**src/rtl/mm_uart_pkg.sv**
```systemverilog
// Shared constants, state encoding and byte helpers for the UART-to-matmul sequencer.
package mm_uart_pkg;

  localparam int DIM_W_DEF  = 8;
  localparam int ADDR_W_DEF = 8;

  localparam logic [7:0] OP_MATRIX_MULT = 8'h4D;
  localparam logic [7:0] ERR_BYTE       = 8'hEE;

  typedef enum logic [3:0] {
    S_IDLE,
    S_HDR,
    S_LOAD_A,
    S_LOAD_B,
    S_START,
    S_WAIT_MM,
    S_RD_RES,
    S_RD_LAT,
    S_TX_BYTE,
    S_ERR_TX
  } seq_state_t;

  // Byte idx of a big-endian word, idx 0 = MSB.
  function automatic logic [7:0] be_byte(input logic [31:0] w, input logic [1:0] idx);
    logic [7:0] b;
    case (idx)
      2'd0:    b = w[31:24];
      2'd1:    b = w[23:16];
      2'd2:    b = w[15:8];
      default: b = w[7:0];
    endcase
    return b;
  endfunction

endpackage

```
**src/rtl/mm_uart_sequencer_packer.sv**
```systemverilog
// Big-endian 4-byte word assembler; word/word_vld are valid in the cycle of the 4th byte.
module be_word_packer (
  input  logic        clk,
  input  logic        rst_n,
  input  logic        clr,
  input  logic        byte_vld,
  input  logic [7:0]  byte_in,
  output logic [31:0] word,
  output logic        word_vld
);

  logic [1:0]  cnt;
  logic [23:0] acc;

  assign word_vld = byte_vld && (cnt == 2'd3);
  assign word     = {acc, byte_in};

  always_ff @(posedge clk or negedge rst_n) begin
    if (!rst_n) begin
      cnt <= '0;
      acc <= '0;
    end else if (clr) begin
      cnt <= '0;
      acc <= '0;
    end else if (byte_vld) begin
      cnt <= cnt + 2'd1;
      acc <= {acc[15:0], byte_in};
    end
  end

endmodule

```
**src/rtl/mm_uart_sequencer.sv**
```systemverilog
// Host packet parser: loads A/B buffers from UART, runs the matmul engine and
// streams the result matrix back over UART TX, MSB byte first.
module mm_uart_sequencer
  import mm_uart_pkg::*;
#(
  parameter int DIM_W  = DIM_W_DEF,
  parameter int ADDR_W = ADDR_W_DEF
) (
  input  logic              clk,
  input  logic              rst_n,
  input  logic              rx_done,
  input  logic [7:0]        rx_data,
  output logic              tx_send,
  output logic [7:0]        tx_data,
  input  logic              tx_done,
  output logic              a_we,
  output logic              b_we,
  output logic [ADDR_W-1:0] wr_addr,
  output logic [31:0]       wr_data,
  output logic              mm_start,
  output logic [DIM_W-1:0]  mm_a_h,
  output logic [DIM_W-1:0]  mm_a_w,
  output logic [DIM_W-1:0]  mm_b_w,
  input  logic              mm_done,
  output logic              res_rd,
  output logic [ADDR_W-1:0] res_addr,
  input  logic [31:0]       res_data,
  output logic              busy,
  output logic              err
);

  // Products need 2*DIM_W bits but must also be able to hold 2^ADDR_W itself.
  localparam int PW = (2 * DIM_W > ADDR_W) ? 2 * DIM_W : ADDR_W + 1;
  localparam logic [PW-1:0] MAX_EL = PW'(1) << ADDR_W;

  seq_state_t       state;
  logic [1:0]       byte_cnt;
  logic [PW-1:0]    elem_cnt;
  logic [PW-1:0]    n_a, n_b, n_r;
  logic [DIM_W-1:0] hdr_b_h;
  logic [31:0]      res_word;

  logic             loading;
  logic             pk_vld;
  logic [31:0]      pk_word;
  logic [DIM_W-1:0] rx_dim;
  logic [PW-1:0]    p_a, p_b, p_r;
  logic             hdr_ok;

  assign loading = (state == S_LOAD_A) || (state == S_LOAD_B);
  assign busy    = (state != S_IDLE);

  be_word_packer u_pack (
    .clk      (clk),
    .rst_n    (rst_n),
    .clr      (!loading),
    .byte_vld (rx_done && loading),
    .byte_in  (rx_data),
    .word     (pk_word),
    .word_vld (pk_vld)
  );

  // Header check runs on the 4th header byte, so b_w comes straight off rx_data.
  assign rx_dim = DIM_W'(rx_data);
  assign p_a    = PW'(mm_a_h) * PW'(mm_a_w);
  assign p_b    = PW'(hdr_b_h) * PW'(rx_dim);
  assign p_r    = PW'(mm_a_h) * PW'(rx_dim);
  assign hdr_ok = (mm_a_h != '0) && (mm_a_w != '0) && (hdr_b_h != '0) && (rx_dim != '0) &&
                  (mm_a_w == hdr_b_h) && (p_a <= MAX_EL) && (p_b <= MAX_EL) && (p_r <= MAX_EL);

  always_ff @(posedge clk or negedge rst_n) begin
    if (!rst_n) begin
      state    <= S_IDLE;
      byte_cnt <= '0;
      elem_cnt <= '0;
      n_a      <= '0;
      n_b      <= '0;
      n_r      <= '0;
      hdr_b_h  <= '0;
      res_word <= '0;
      tx_send  <= 1'b0;
      tx_data  <= '0;
      a_we     <= 1'b0;
      b_we     <= 1'b0;
      wr_addr  <= '0;
      wr_data  <= '0;
      mm_start <= 1'b0;
      mm_a_h   <= '0;
      mm_a_w   <= '0;
      mm_b_w   <= '0;
      res_rd   <= 1'b0;
      res_addr <= '0;
      err      <= 1'b0;
    end else begin
      tx_send  <= 1'b0;
      a_we     <= 1'b0;
      b_we     <= 1'b0;
      mm_start <= 1'b0;
      res_rd   <= 1'b0;
      case (state)
        S_IDLE: if (rx_done) begin
          if (rx_data == OP_MATRIX_MULT) begin
            err      <= 1'b0;
            byte_cnt <= '0;
            state    <= S_HDR;
          end else begin
            err     <= 1'b1;
            tx_data <= ERR_BYTE;
            tx_send <= 1'b1;
            state   <= S_ERR_TX;
          end
        end
        S_HDR: if (rx_done) begin
          byte_cnt <= byte_cnt + 2'd1;
          case (byte_cnt)
            2'd0: mm_a_h  <= rx_dim;
            2'd1: mm_a_w  <= rx_dim;
            2'd2: hdr_b_h <= rx_dim;
            default: begin
              mm_b_w   <= rx_dim;
              elem_cnt <= '0;
              n_a      <= p_a;
              n_b      <= p_b;
              n_r      <= p_r;
              if (hdr_ok) begin
                state <= S_LOAD_A;
              end else begin
                err     <= 1'b1;
                tx_data <= ERR_BYTE;
                tx_send <= 1'b1;
                state   <= S_ERR_TX;
              end
            end
          endcase
        end
        S_LOAD_A: if (pk_vld) begin
          a_we    <= 1'b1;
          wr_addr <= ADDR_W'(elem_cnt);
          wr_data <= pk_word;
          if (elem_cnt == n_a - 1'b1) begin
            elem_cnt <= '0;
            state    <= S_LOAD_B;
          end else begin
            elem_cnt <= elem_cnt + 1'b1;
          end
        end
        S_LOAD_B: if (pk_vld) begin
          b_we    <= 1'b1;
          wr_addr <= ADDR_W'(elem_cnt);
          wr_data <= pk_word;
          if (elem_cnt == n_b - 1'b1) begin
            elem_cnt <= '0;
            state    <= S_START;
          end else begin
            elem_cnt <= elem_cnt + 1'b1;
          end
        end
        S_START: begin
          mm_start <= 1'b1;
          state    <= S_WAIT_MM;
        end
        S_WAIT_MM: if (mm_done) begin
          res_rd   <= 1'b1;
          res_addr <= '0;
          elem_cnt <= '0;
          state    <= S_RD_RES;
        end
        // Result RAM has one cycle of read latency.
        S_RD_RES: state <= S_RD_LAT;
        S_RD_LAT: begin
          res_word <= res_data;
          tx_data  <= res_data[31:24];
          tx_send  <= 1'b1;
          byte_cnt <= '0;
          state    <= S_TX_BYTE;
        end
        S_TX_BYTE: if (tx_done) begin
          if (byte_cnt == 2'd3) begin
            if (elem_cnt == n_r - 1'b1) begin
              state <= S_IDLE;
            end else begin
              elem_cnt <= elem_cnt + 1'b1;
              res_rd   <= 1'b1;
              res_addr <= ADDR_W'(elem_cnt + 1'b1);
              state    <= S_RD_RES;
            end
          end else begin
            byte_cnt <= byte_cnt + 2'd1;
            tx_data  <= be_byte(res_word, byte_cnt + 2'd1);
            tx_send  <= 1'b1;
          end
        end
        S_ERR_TX: if (tx_done) state <= S_IDLE;
        default: state <= S_IDLE;
      endcase
    end
  end

endmodule

```
**config.mk**
```make
export PLATFORM = sky130hd
export DESIGN_NAME = mm_uart_sequencer
export DESIGN_NICKNAME = d
export VERILOG_FILES = /design/src/rtl/mm_uart_pkg.sv /design/src/rtl/mm_uart_sequencer_packer.sv /design/src/rtl/mm_uart_sequencer.sv
export SDC_FILE = /design/constraint.sdc
export NUM_CORES = 1
export LEC_CHECK = 0
export BUFFER_PORTS_ARGS = -buffer_cell sky130_fd_sc_hd__buf_4
export CORE_MARGIN = 2
export CORE_UTILIZATION = 50
export CTS_BUF_LIST = sky130_fd_sc_hd__clkbuf_2
export DETAILED_ROUTE_END_ITERATION = 16
export GPL_TIMING_DRIVEN = 0
export PLACE_DENSITY = 0.68
export SYNTH_ARGS = -nofsm -noshare
export SYNTH_HDL_FRONTEND = slang
export SYNTH_SLANG_ARGS = --single-unit
```
**constraint.sdc**
```tcl
create_clock -name clk -period 6.9 [get_ports clk]
set_input_delay 1.035 -clock clk [delete_from_list [all_inputs] [get_ports clk]]
set_output_delay 1.035 -clock clk [all_outputs]
set_load 0.005 [all_outputs]
```
# Yosys cells after proc, flatten, opt, wreduce, memory -nomap -nowiden
# Cells that the tools add are included.
dict set report op_classes {
  n_mul 3
  n_mux 72
  n_reduce_logical 35
  bitwise_logic 1
  order_cmp 3
  eq_ne 37
  n_addsub 6
}
# operator count
set ops {}
lappend ops {{2-to-1 mux 16 bit} 10}
lappend ops {{2-to-1 mux 8 bit} 11}
lappend ops {{case mux 16 bit (5 select lines)} 1}
lappend ops {{2-to-1 mux 4 bit} 13}
lappend ops {{== test 16 bit} 3}
lappend ops {{<= comparator 16 x 9 -> 1 bit (second input constant)} 3}
lappend ops {{multiplier 8 x 8 -> 16 bit} 3}
lappend ops {{2-to-1 mux 24 bit} 2}
lappend ops {{subtractor 16 x 1 -> 16 bit (second input constant)} 3}
lappend ops {{case mux 4 bit (10 select lines)} 1}
lappend ops {{case mux 8 bit (4 select lines)} 1}
lappend ops {{nonzero test 8 bit} 4}
lappend ops {{!= test 2 bit (second input constant)} 14}
lappend ops {{case mux 8 bit (3 select lines)} 1}
lappend ops {{2-to-1 mux 1 bit} 19}
lappend ops {{adder 16 x 1 -> 16 bit (second input constant)} 1}
lappend ops {{== test 4 x 3 -> 1 bit (second input constant)} 4}
lappend ops {{case mux 8 bit (2 select lines)} 1}
lappend ops {{2-to-1 mux 2 bit} 7}
lappend ops {{AND reduction 3 bit} 4}
lappend ops {{AND reduction 11 bit} 1}
lappend ops {{AND reduction 5 bit} 2}
lappend ops {{logical AND 1 bit} 9}
lappend ops {{AND reduction 9 bit} 1}
lappend ops {{25 further kinds} 38}
dict set report totals {
  input_bits 45
  output_inout_bits 87
  reg_bits 222
}

# Logic depth before layout (Yosys ltp)
dict set report depth {
  ltp_word 12
  mapped_depth 21
  depth_no_buf 19
}

# Modules after synthesis
# A second synthesis with hierarchy kept.
dict set report unflattened {
  hier_cells 1903
  area_unflattened_um2 18146.2
}
# mod seq_area_each_um2 area_per_inst_um2 cells_each instances
set modules_own_cells {}
lappend modules_own_cells {mm_uart_sequencer 4904.7 16992.5 1809 1}
lappend modules_own_cells {be_word_packer 650.6 1153.6 94 1}

# Least setup slack after synthesis
# OpenSTA, ideal clock, no wires.
dict set report synth_timing {
  path_type {input to register}
  from {input rx_data[5]}
  to {register tx_data[0]}
  n_path_buf 2
  path_stages 21
  setup_ns 0.125
  t_required_ns 6.775
  path_slack_ns 0.796
  arrival_time_ns 5.979
  path_cell_list {clkbuf_1 and2_1 fa_1 inv_1 fa_1 inv_1 fa_1 inv_1 fa_1 inv_1 ha_1 clkbuf_1 a21o_1 a31o_2 a21o_1 a221oi_1 xnor2_1 nor4b_1 nand4_1 nand2_1 mux2_2}
}
dict set report synth_between {
  elab_chain_len 8
  elab_cells_between_ends 14
  classes_between {mul (2); order compare (2); eq/ne (3); reduce/logical (7)}
}
# element line_no
set synth_lines {}
lappend synth_lines {{start, declared} mm_uart_sequencer.sv:12} ;# input logic [7:0] rx_data,
lappend synth_lines {{parallel branches: the longest is 7 deep, another holds multiplier 8 x 8 -> 16 bit} -}
lappend synth_lines {{AND reduction 8 bit (no line) (*)} -}
lappend synth_lines {{end signal, assigned} mm_uart_sequencer.sv:172} ;# tx_data <= res_data[31:24];
lappend synth_lines {{end signal, assigned} mm_uart_sequencer.sv:189} ;# tx_data <= be_byte(res_word, byte_cnt + 2'd1);
lappend synth_lines {{end, declared} mm_uart_sequencer.sv:14} ;# output logic [7:0] tx_data,
# Mark *: on every way between the ends.
# A chain may end at the register's enable or synchronous reset.

# Final worst setup path
dict set report layout_timing {
  from {register mm_a_h[2]}
  to {register tx_data[7]}
}
dict set report layout_between {
  elab_chain_len 10
  elab_cells_between_ends 14
  classes_between {mul (2); order compare (2); eq/ne (1); reduce/logical (9)}
}
# element line_no
set layout_lines {}
lappend layout_lines {{start, declared} mm_uart_sequencer.sv:21} ;# output logic [DIM_W-1:0] mm_a_h,
lappend layout_lines {{start signal, assigned} mm_uart_sequencer.sv:116} ;# 2'd0: mm_a_h <= rx_dim;
lappend layout_lines {{parallel branches: the longest is 7 deep, another holds multiplier 8 x 8 -> 16 bit} -}
lappend layout_lines {{logical AND 1 bit (*)} mm_uart_sequencer.sv:69} ;# (mm_a_w == hdr_b_h) && (p_a <= MAX_EL) && (p_b <= MAX_EL) && (p_r <= MAX_EL);
lappend layout_lines {{!= test 2 bit (no line) (*)} -}
lappend layout_lines {{AND reduction 8 bit (no line) (*)} -}
# Marked as above.

==> metrics.md <==
| Metric | Value |
|---|---|
| Result of the run | `finished, final reports clean` |
| Starting density of the core | `around half` |
| IO Port Bufs | `approximately 130` |
| Share of synthesized registers carrying an async set or reset | `100%` |
| Max Clk Rate | `approximately 150 MHz` |
| Area added between synthesis and finish | `11.9%` |
| DR DRC count | `0` |
| Clock skew | `~120 ps` |
| Worst setup path startpoint | `mm_a_h[2]$_DFFE_PN0P_` |
| Largest incremental delay on the critical path | `670 ps` |
| Number of iterations in the first detailed-routing pass | `6` |
| Kind of launch point of the worst setup path | `flip-flop` |
| Number of placement rows | `a little under 70` |
| Most used cell, CP | `sky130_fd_sc_hd__fa_1` |
| Unrepaired setup endpoints after global routing | `false` |
| Buffers plus inverters on the worst setup path | `4` |
| Finished Cell Area | `between 15,000 and 20,000 um^2` |
| Worst-Skew Late Latency | `roughly 980 ps` |
| Overall power consumption | `between 9 and 10 mW` |
| Die height | `approximately 190 um` |
| Nets | `2,378` |
| Number of buffers created by CTS | `55` |
| Maximum fanout encountered on the critical timing path | `10` |
| Layout cell share with drive strength beyond 1 | `between 10% and 20%` |
| Critical R2R Launch | `mm_a_h[2]$_DFFE_PN0P_` |
| Min setup slack post-route | `between 200 and 300 ps` |
| Ordered cell list for the critical path | `clkbuf_2, and2_1, fa_1, fa_1, fa_1, inv_1, fa_1, inv_1, ha_1, clkbuf_1, a21oi_1, nor2_1, a2111oi_1, nand4b_1, nor4b_1, nand4_1, nand2_2, mux2_2` |
| Final hold slack | `104 ps` |
| Pre-CTS setup slack | `-418 ps` |
| IO Count | `132` |
| Largest net degree at the start of global routing | `118` |
| Tightest Pin Transition | `slightly below 900 ps` |
| Clk buf depth | `3` |
| Final antenna-violating net count | `0` |
| Flip-flop and latch count after synthesis | `222` |
| Worst supply voltage drop on vdd | `between 400 and 500 uV` |
| Synthesized instance count | `1,917` |
| Sequential element share of the synthesized area | `between 30 and 40%` |
| Leakage dissipation | `~10 nW` |
| Average detailed-routed wire length per instance | `18.1 um` |
| Number of distinct library cells after synthesis | `67` |
| Drt total wl | `47,200 um` |
| Count of synthesis-stage warnings from yosys | `0` |
| Data required time of the critical path | `7760 ps` |
| Power per cell area | `493 nW/um^2` |
| Area of the die | `37,200 um^2` |
| Slew Limit Fails | `0` |
| Width of the chip | `~190 um` |
| Data arrival time of the worst path | `between 7000 and 8000 ps` |
| Share of the clock period used by the worst path after layout | `96.3%` |
| Wire length of the first global-routing pass | `75,700 um` |
| Clock root buffer master | `sky130_fd_sc_hd__clkbuf_2` |
| Mean Syn Cell Area | `9.30 um^2` |
| Max-Slew Margin vs Limit | `42.4%` |
| Top cell family by delay on the critical path | `adder cells` |
| Post-DR vias/cell | `5.61` |
| H-Tree Depth | `2` |
| Number of sinks on the clock net | `approximately 220` |
| Post-DP HPWL | `roughly 36,000 um` |
| Hold Violations, Final | `0` |
| Total setup violations reported at the end of the flow | `0` |
| Total via count after detailed routing | `14.6k` |
| Number of antenna violations at the first check in global routing | `1` |
| Time the worst path needs with I/O delays and setup | `roughly 6600 ps` |
| Number of max-cap violations | `0` |
| Vias in the first global route | `between 10k and 15k` |
| Cell Area, Placed | `a little under 20,000 um^2` |
| Final weighted congestion in routability-driven placement | `0.886` |
| Cell Area, Synth | `~18,000 um^2` |
| Number of synthesized flops with an enable pin | `0` |
| Final design utilization | `between 50% and 60%` |
| Kind of end point of the critical path | `flip-flop` |
| Path category of the worst min-delay check | `input port to async pin` |
| GRT Resource Usage Total | `between 20% and 30%` |
| TritonCTS clock tree | `built` |
| Synth Flop Type | `sky130_fd_sc_hd__dfrtp_1` |
| Remaining global-route overflow | `0` |
| Clk slew on worst S/H paths | `approximately 120 ps` |
| CP max-delay cell | `sky130_fd_sc_hd__dfrtp_1` |
| Drt initial violations | `approximately 940` |
| Type of the worst setup path | `flip-flop to flip-flop` |
| Placeable core area | `35,300 um^2` |
| Total nets after synthesis | `between 2k and 2.5k` |
-- Yosys cell counts, types with 3 or more instances --
master	instances	share of area [%]
sky130_fd_sc_hd__nand2_1	227	4.8
sky130_fd_sc_hd__dfrtp_1	222	31
sky130_fd_sc_hd__inv_1	199	4.2
sky130_fd_sc_hd__and2_1	150	5.3
sky130_fd_sc_hd__ha_1	119	8.3
sky130_fd_sc_hd__fa_1	108	12
sky130_fd_sc_hd__mux2_2	103	6.5
sky130_fd_sc_hd__clkbuf_1	97	2.0
sky130_fd_sc_hd__nor2_1	73	1.5
sky130_fd_sc_hd__xnor2_1	68	3.3
sky130_fd_sc_hd__a21oi_1	64	1.8
sky130_fd_sc_hd__o21ai_0	62	1.7
sky130_fd_sc_hd__nor3_1	37	1.0
sky130_fd_sc_hd__xor2_1	36	1.8
sky130_fd_sc_hd__nand3_1	34	0.95
sky130_fd_sc_hd__mux2i_1	32	1.8
sky130_fd_sc_hd__nor4_1	26	0.91
sky130_fd_sc_hd__a21o_1	20	0.84
sky130_fd_sc_hd__nand4_1	15	0.53
sky130_fd_sc_hd__o22ai_1	15	0.53
sky130_fd_sc_hd__a31oi_1	14	0.49
sky130_fd_sc_hd__nand2b_1	13	0.46
sky130_fd_sc_hd__o211ai_1	13	0.55
sky130_fd_sc_hd__nor4b_1	11	0.54
sky130_fd_sc_hd__nor2b_1	10	0.35
sky130_fd_sc_hd__and3_1	9	0.32
sky130_fd_sc_hd__or2_2	9	0.32
sky130_fd_sc_hd__or3_1	9	0.32
sky130_fd_sc_hd__or4_1	9	0.38
sky130_fd_sc_hd__a211oi_1	8	0.34
sky130_fd_sc_hd__a222oi_1	8	0.45
sky130_fd_sc_hd__buf_1	8	0.17
sky130_fd_sc_hd__o31ai_1	8	0.34
sky130_fd_sc_hd__buf_2	6	0.17
sky130_fd_sc_hd__a2111oi_0	5	0.25
sky130_fd_sc_hd__nor3b_1	5	0.21
sky130_fd_sc_hd__o221ai_1	5	0.25
sky130_fd_sc_hd__and4_1	4	0.20
sky130_fd_sc_hd__a211o_1	3	0.15
sky130_fd_sc_hd__a31o_2	3	0.15
sky130_fd_sc_hd__nand3b_1	3	0.13
sky130_fd_sc_hd__nand4b_1	3	0.15
sky130_fd_sc_hd__o2111ai_1	3	0.15
sky130_fd_sc_hd__o21a_1	3	0.13
-- timing repair --
item / CTS / global route
setup buffers: 0 / 0
hold buffers: 0 / 0
hold endpoints to repair: 0 / 0
resized for setup: 1 / 10
setup endpoints to repair: 8 / 10
-- where the power goes --
group	leakage (nW)	switching, mW	internal, mW
sequential	2.89	0.292	1.56
combinational	6.75	4.25	2.83
clock	0.373	0.566	0.342
-- layer usage --
metal,track usage (%),share of wire [%],routed length (um)
met1,35.8,45,21200
met2,41.0,46,21900
met3,4.11,5.7,2710
met4,8.93,3.0,1400
met5,0,0,0
-- layout make-up --
cell class	count	area, um^2
clock buffers	75	375
well taps	461	577
inverters	200	751
diodes	1	2.50
multi-input cells	1384	11100
clock inverters	24	140
repair buffers	132	1020
flip-flops and latches	222	5560
fillers	3201	15400
plain buffers	111	429
-- state kept, by name, indices dropped and copies added, names as in the netlist, 16 cells and up --
register,cells
elem_cnt,16
n_a,16
n_b,16
n_r,16
res_word,32
u_pack.acc,24
wr_data,32
-- path summary, 6_finish.rpt --
check	endpoint	slack [ps]	depth (start not counted)
setup / recovery	tx_data[7]$_DFFE_PN0P_	250	18
hold / removal	wr_addr[2]$_DFFE_PN0P_	100	1
setup reg to reg	tx_data[7]$_DFFE_PN0P_	250	18
hold reg to reg	res_word[31]$_DFFE_PN0P_	490	2
max in group asynchronous	wr_data[17]$_DFFE_PN0P_	5640	2
min in group clk	res_word[12]$_DFFE_PN0P_	230	3
-- cells in the final DEF, fill, tap and decap left out, drive strengths merged, types with 20 or more instances in the layout --
master and instances:
clkbuf 171, clkinv 23, ha 119, a21o 20, dfrtp 222, o21ai 64, nor3 37, mux2 103
xor2 36, fa 108, a21oi 65, nand3 34, nor2 73, xnor2 68, buf 147, nor4 28
inv 199, and2 150, nand2 227, mux2i 32
-- per-stage QoR --
stage	setup TNS, ps	instances
after floorplan	0	1917
after global routing	0	2610
after global placement	-3130	2509
final	0	2610
after detailed placement	-3540	2510
after CTS	0	2609
-- kinds of logic (layout without fill, tap and decap cells) --
group | after synthesis | count (layout) | synth area share, %
buffers and inverters | 311 | 542 | 6.59
AND/OR/NAND/NOR | 656 | 656 | 18.9
XOR/XNOR | 104 | 104 | 5.11
AO/OA/AOI/OAI | 262 | 262 | 9.51
adder cells (fa/ha/maj) | 227 | 227 | 20.5
flip-flops | 222 | 222 | 31.1
multiplexers | 135 | 135 | 8.30
other | 0 | 1 | 0
(Power assumes the default switching activity.)
